<file path="config.mk">
export PLATFORM = sky130hd
export DESIGN_NAME = csel_pipe_adder
export DESIGN_NICKNAME = d
export VERILOG_FILES = /design/src/rtl/csel_pipe_adder.sv
export SDC_FILE = /design/constraint.sdc
export NUM_CORES = 1
export LEC_CHECK = 0
export ABC_CLOCK_PERIOD_IN_PS = 34100
export CAP_MARGIN = 20
export CORE_MARGIN = 2
export CORE_UTILIZATION = 45
export CTS_BUF_LIST = sky130_fd_sc_hd__clkbuf_4 sky130_fd_sc_hd__clkbuf_8 sky130_fd_sc_hd__clkbuf_16
export CTS_CLUSTER_SIZE = 12
export DETAILED_ROUTE_END_ITERATION = 7
export PLACE_DENSITY = 0.65
export SLEW_MARGIN = 20
export SYNTH_ARGS = -nofsm -noshare
export SYNTH_HDL_FRONTEND = slang
export SYNTH_SLANG_ARGS = --single-unit
</file>
<file path="constraint.sdc">
create_clock -name clk -period 34.1 [get_ports clk]
set_clock_uncertainty 0.05 [all_clocks]
set_input_delay 6.82 -clock clk [delete_from_list [all_inputs] [get_ports clk]]
set_output_delay 6.82 -clock clk [all_outputs]
set_load 0.02 [all_outputs]
</file>
<file path="src/rtl/csel_pipe_adder.sv">
// -----------------------------------------------------------------------------
// csel_pipe_adder
//
// Pipelined carry-select adder/subtractor. The operands are split into NBLK
// blocks of BLK bits. Each block gets one pipeline stage. A stage forms two
// ripple sums, one with carry-in 0 and one with carry-in 1. It then picks one
// of them using the carry registered by the previous stage. Stage 0 uses the
// operation carry-in c0.
//
// Operand prep at accept:
//   B' = in_sub ? ~in_b : in_b
//   c0 = in_sub ? 1     : in_cin
//   {out_cout, out_sum} = A + B' + c0
//
// Stall control is global. advance = out_ready | ~out_valid. Every stage
// register, including its valid bit, updates only when advance is 1.
// Bubbles are not collapsed.
//
// Parameters:
//   WIDTH  operand / sum width in bits (default 64)
//   BLK    carry-select block width   (default 16, must divide WIDTH)
//
// Ports:
//   clk        clock
//   rst        synchronous, active-high reset
//   in_valid   operand set valid
//   in_ready   block can accept this cycle
//   in_a       operand A
//   in_b       operand B
//   in_cin     carry-in, ignored when in_sub=1
//   in_sub     1 = A - B, 0 = A + B + cin
//   out_valid  result valid
//   out_ready  consumer accepts result
//   out_sum    result
//   out_cout   carry out of MSB (for subtract, 1 = no borrow)
//   out_ovf    signed overflow, present only when CSEL_OVF_EN is defined
//
// Optional feature macro: CSEL_OVF_EN
//   Defined   : adds out_ovf = carry into MSB ^ carry out of MSB. It is
//               pipelined with the sum.
//   Undefined : out_ovf is absent and no extra logic is built.
// -----------------------------------------------------------------------------
module csel_pipe_adder #(
  parameter int unsigned WIDTH = 64,
  parameter int unsigned BLK   = 16
) (
  input  logic             clk,
  input  logic             rst,
  input  logic             in_valid,
  output logic             in_ready,
  input  logic [WIDTH-1:0] in_a,
  input  logic [WIDTH-1:0] in_b,
  input  logic             in_cin,
  input  logic             in_sub,
  output logic             out_valid,
  input  logic             out_ready,
  output logic [WIDTH-1:0] out_sum,
  output logic             out_cout
`ifdef CSEL_OVF_EN
  ,
  output logic             out_ovf
`endif
);

  localparam int unsigned NBLK = WIDTH / BLK;
  // Operand forwarding registers exist only between stages. The array is kept
  // at least one entry deep so that NBLK=1 still elaborates.
  localparam int unsigned NOPR = (NBLK > 1) ? NBLK - 1 : 1;

  if (BLK == 0 || (WIDTH % BLK) != 0) begin : g_bad_param
    $error("csel_pipe_adder: WIDTH must be a non-zero multiple of BLK");
  end

  // Bit-serial ripple sum of one block. Returns {carry_out, sum}.
  function automatic logic [BLK:0] ripple_add(input logic [BLK-1:0] a,
                                               input logic [BLK-1:0] b,
                                               input logic           c);
    logic [BLK:0] s;
    logic         cy;
    cy = c;
    s  = '0;
    for (int i = 0; i < int'(BLK); i++) begin
      s[i] = a[i] ^ b[i] ^ cy;
      cy   = (a[i] & b[i]) | (cy & (a[i] ^ b[i]));
    end
    s[BLK] = cy;
    return s;
  endfunction

  // ---------------------------------------------------------------------------
  // Operand prep
  // ---------------------------------------------------------------------------
  logic             w_advance;
  logic [WIDTH-1:0] w_bp;
  logic             w_c0;

  assign w_bp = in_sub ? ~in_b : in_b;
  assign w_c0 = in_sub | in_cin;

  // ---------------------------------------------------------------------------
  // Stage state
  // r_a / r_b[k]: the operands not yet consumed, already shifted down so that
  //               the next block sits in bits [BLK-1:0]. They feed stage k+1.
  // r_sum[k]:     finished sum blocks. Each new block enters at the top while
  //               older blocks shift down. After the last stage the result is
  //               therefore aligned.
  // ---------------------------------------------------------------------------
  logic [WIDTH-1:0] r_a   [NOPR];
  logic [WIDTH-1:0] r_b   [NOPR];
  logic [WIDTH-1:0] r_sum [NBLK];
  logic             r_c   [NBLK];
  logic [NBLK-1:0]  r_v;

  // Per-stage inputs and carry-select results
  logic [WIDTH-1:0] w_a      [NBLK];
  logic [WIDTH-1:0] w_b      [NBLK];
  logic [WIDTH-1:0] w_sum_in [NBLK];
  logic             w_cin    [NBLK];
  logic [NBLK-1:0]  w_vin;
  logic [BLK:0]     w_s0     [NBLK];
  logic [BLK:0]     w_s1     [NBLK];
  logic [BLK:0]     w_sel    [NBLK];

  for (genvar k = 0; k < int'(NBLK); k++) begin : g_stage
    if (k == 0) begin : g_head
      assign w_a[k]      = in_a;
      assign w_b[k]      = w_bp;
      assign w_cin[k]    = w_c0;
      assign w_sum_in[k] = '0;
      assign w_vin[k]    = in_valid;
    end else begin : g_body
      assign w_a[k]      = r_a[k-1];
      assign w_b[k]      = r_b[k-1];
      assign w_cin[k]    = r_c[k-1];
      assign w_sum_in[k] = r_sum[k-1];
      assign w_vin[k]    = r_v[k-1];
    end

    // Both carry assumptions are computed up front. The registered carry
    // from the stage below only drives the mux.
    assign w_s0[k]  = ripple_add(w_a[k][BLK-1:0], w_b[k][BLK-1:0], 1'b0);
    assign w_s1[k]  = ripple_add(w_a[k][BLK-1:0], w_b[k][BLK-1:0], 1'b1);
    assign w_sel[k] = w_cin[k] ? w_s1[k] : w_s0[k];
  end

  assign w_advance = out_ready | ~r_v[NBLK-1];
  assign in_ready  = w_advance;

  always_ff @(posedge clk) begin
    if (rst) begin
      r_v <= '0;
      for (int k = 0; k < int'(NBLK); k++) begin
        r_c[k]   <= 1'b0;
        r_sum[k] <= '0;
      end
      for (int k = 0; k < int'(NBLK) - 1; k++) begin
        r_a[k] <= '0;
        r_b[k] <= '0;
      end
    end else if (w_advance) begin
      for (int k = 0; k < int'(NBLK); k++) begin
        r_v[k]   <= w_vin[k];
        r_c[k]   <= w_sel[k][BLK];
        r_sum[k] <= (WIDTH'(w_sel[k][BLK-1:0]) << (WIDTH - BLK)) | (w_sum_in[k] >> BLK);
      end
      for (int k = 0; k < int'(NBLK) - 1; k++) begin
        r_a[k] <= w_a[k] >> BLK;
        r_b[k] <= w_b[k] >> BLK;
      end
    end
  end

  assign out_valid = r_v[NBLK-1];
  assign out_sum   = r_sum[NBLK-1];
  assign out_cout  = r_c[NBLK-1];

`ifdef CSEL_OVF_EN
  // Carry into the MSB is recovered from the MSB sum bit of the last block:
  // s = a ^ b ^ c_in, so c_in = a ^ b ^ s.
  logic w_msb_cin;
  logic r_ovf;

  assign w_msb_cin = w_a[NBLK-1][BLK-1] ^ w_b[NBLK-1][BLK-1] ^ w_sel[NBLK-1][BLK-1];

  always_ff @(posedge clk) begin
    if (rst) begin
      r_ovf <= 1'b0;
    end else if (w_advance) begin
      r_ovf <= w_msb_cin ^ w_sel[NBLK-1][BLK];
    end
  end

  assign out_ovf = r_ovf;
`endif

endmodule

</file>
==> out/metrics.cfg <==
[clock_tree]
cts_tree = yes
cts.path.max_buffers = 3
cts_setup_buffers = 0
cts_resized = 0
clkTransAtPathRegs_ns = 0.05
cts_max_level = 2
hold_buffers = 0
clock_latency_ns = 0.52
cts_root_buf = clkbuf_16
cts-buffers-inserted = 39
clkSinkCount = 360

[outcome]
status = finished clean

[synthesis]
ys_seq_elements = 360
ys_seq_area_share_pct = 70.4
synthArstFlopShare_pct = 0
synth_edf_count = 356
netlist_instances = 959
synth_ff_type = edfxtp_1
syn_area_per_cell_um2 = 15.9
synth_cell_types = 24
yosysWarnings = 0
syn-cell-area_um2 = 15300
syn_nets = 1161

[routing]
vias = 7232
wire_per_inst_um = 14.4
wirelength_um = 23400
via_per_inst = 4.44
drc_errors = 0
drt_iter0_markers = 409
drtPass1Iterations = 4
ant_nets = 0

[power_and_ir_drop]
pwr-share-seq_pct = 52.6
power_density_nw_per_um2 = 53.3
max-vdd-ir-drop_v = 0.0000298
power_frac_comb_pct = 8.2
internal_power_uw = 800
p_leak_nw = 7.59
p_switching_uw = 205
p_sw_share_pct = 20.4
clkPwrFrac_pct = 39.2

[critical_path]
worst_r2r_endpoint = r_sum[3][63]$_SDFFCE_PN0P_
crit_family = buffers and inverters
cp.buffers_inverters = 3
endpoint_kind = output port
r2r-start = r_a[0][96]$_SDFFCE_PN0P_
cpMaxStageDelayCell = clkdlybuf4s50_1
crit_type = input pin to output port
crit_top_cell = clkdlybuf4s50_1
crit_arrival_ns = 8.28
worstSetupStartpointType = input pin
ff2ff_setup_slack_ns = 25.86
worst_r2r_path_depth = 19
path_cells = clkdlybuf4s50_1 -> nor2b_4 -> clkinv_4 -> clkdlybuf4s50_1
crit_path_max_incr_delay_ns = 0.56
critPathMaxFanout = 7
required_ns = 27.23

[sta]
finalHoldViolCount = 0
slew_viol_final = 0
whs_ns = 0.413
setup_viol = 0
rsz0062_at_grt = no
finalCritPeriodShare_pct = 44.4
slew_headroom_pct = 27.2
tns_ns = 0
tightest_slew_ns = 1.09
final.min_clock_period_ns = 15.15
fmax_ghz = 0.0660

[placed_design]
dp_cells = 1564
gp_congestion = 0.787
portBuffers = 200
post-dp-hpwl_um = 14500
postPlaceCellArea_um2 = 17600

[global_routing]
use_met2_pct = 23.1
grtUsageTotal_pct = 13.6
grt_pass1_wl_um = 38200
antenna_found_initial = 0
grt-busiest-layer = met2
grt_overflow_total = 0
met1_usage_pct = 17.7
grt_max_degree = 212
grt_pass1_vias = 7396
grt_use_met3_pct = 2.78

[final_layout]
final_cell_area_um2 = 18800
diodes = 0
area_growth_pct = 23.3
num-nets-final = 1359
post-route-util_pct = 56.2
final_cells = 1630
drive_above_1_share_pct = 6.43
layout_common_cells = edfxtp_1, and2_1, clkdlybuf4s50_1, nor2_1, xnor2_1
layout_commonest_cell = edfxtp_1
n_fill_cell = 2693

[worst_hold_path]
holdPathStages = 2
hold_path_class = flip-flop to flip-flop
hold_path.startpoint = r_v[0]$_SDFFE_PP0P_
holdPathEnd = r_v[0]$_SDFFE_PP0P_

[die]
num_io_pins = 201
fp.dieH_um = 188
dieWidth_um = 188
num_rows = 67
core_um2 = 33500
start_util_pct = 45.6
die-area_um2 = 35500

[flow_run]
cap_violations = 0

[power groups by stage]
stage                     Clock [mW]  Combinational, mW  Sequential [mW]
final                          0.394             0.0822            0.529
after global routing           0.421             0.0931            0.533
after CTS                      0.406             0.0843            0.529
after detailed placement           0             0.0838            0.538
after global placement             0             0.0821            0.538
after floorplan                    0             0.0426            0.543
[per-layer routing]
| layer | routed length (µm) | vias to the layer above |
|---|---|---|
| met5 | 0 | - |
| met4 | 573 | 0 |
| met3 | 1130 | 39 |
| met2 | 11600 | 168 |
| met1 | 10100 | 3427 |
| li1 | - | 3598 |
[cell type report]
type | count | area [µm²] | area share (%)
clock inverter | 14 | 108 | 0.571
inverter | 36 | 140 | 0.744
tap | 448 | 561 | 2.97
timing repair buffer | 205 | 2050 | 10.9
multi-input combinational | 515 | 4110 | 21.8
clock buffer | 52 | 1100 | 5.86
sequential | 360 | 10800 | 57.2
[Yosys cell counts, types with 4 or more instances]
master      n  area (µm²)
edfxtp_1  356       10700
and2_1    288        1800
nor2_1     69         259
xnor2_1    62         543
fa_1       60        1200
inv_1      35         131
buf_2      27         135
ha_1        8         100
buf_4       7        52.6
clkbuf_1    7        26.3
nand2_1     6        22.5
xor2_1      6        52.6
a21oi_1     5        25.0
buf_6       5        56.3
dfxtp_1     4        80.1
nor2_2      4        25.0
[registers in the layout, indices dropped and copies added, names as in the netlist]
register / count
r_c: 4
r_v: 4
r_b: 96
r_a: 96
r_sum: 160
[logic make-up (layout without fill, tap and decap cells)]
family,Yosys count,count (layout),share of synthesized area (%)
DFF,360,360,70.4
muxes,1,1,0.0655
AOI/OAI and AO/OA,7,7,0.245
buffers and inverters,84,307,2.75
adders and majority gates,68,68,8.51
and+or+nand+nor,371,371,14.1
xor gates and xnor gates,68,68,3.90
[how the worst max path moves through the flow]
stage          startpoint                      end  depth (start not counted)
2_1_floorplan         rst  r_a[0][0]$_SDFFCE_PN0P_                          1
3_3_place_gp    out_ready                 in_ready                          4
3_5_place_dp    out_ready                 in_ready                          4
4_1_cts         out_ready                 in_ready                          4
5_1_grt         out_ready                 in_ready                          4
6_report        out_ready                 in_ready                          4
[worst reg2reg max path, cell delays in order, from the launching register on]
cell	delay (ns)
edfxtp_1	0.38
ha_1	0.21
nor2_1	0.09
a21oi_1	0.07
fa_1	0.45
fa_1	0.47
fa_1	0.53
fa_1	0.48
fa_1	0.48
fa_1	0.47
fa_1	0.46
fa_1	0.47
fa_1	0.46
fa_1	0.48
fa_1	0.46
fa_1	0.46
fa_1	0.47
fa_1	0.46
fa_1	0.47
and2_1	0.14
[per-stage QoR]
stage / worst slack, ns / power, mW
after floorplan: 17.95 / 0.585
after global placement: 18.98 / 0.620
after global routing: 18.90 / 1.05
final: 18.95 / 1.00
after CTS: 18.94 / 1.02
after detailed placement: 18.94 / 0.622
No activity file was read; power rests on OpenSTA's default activity.
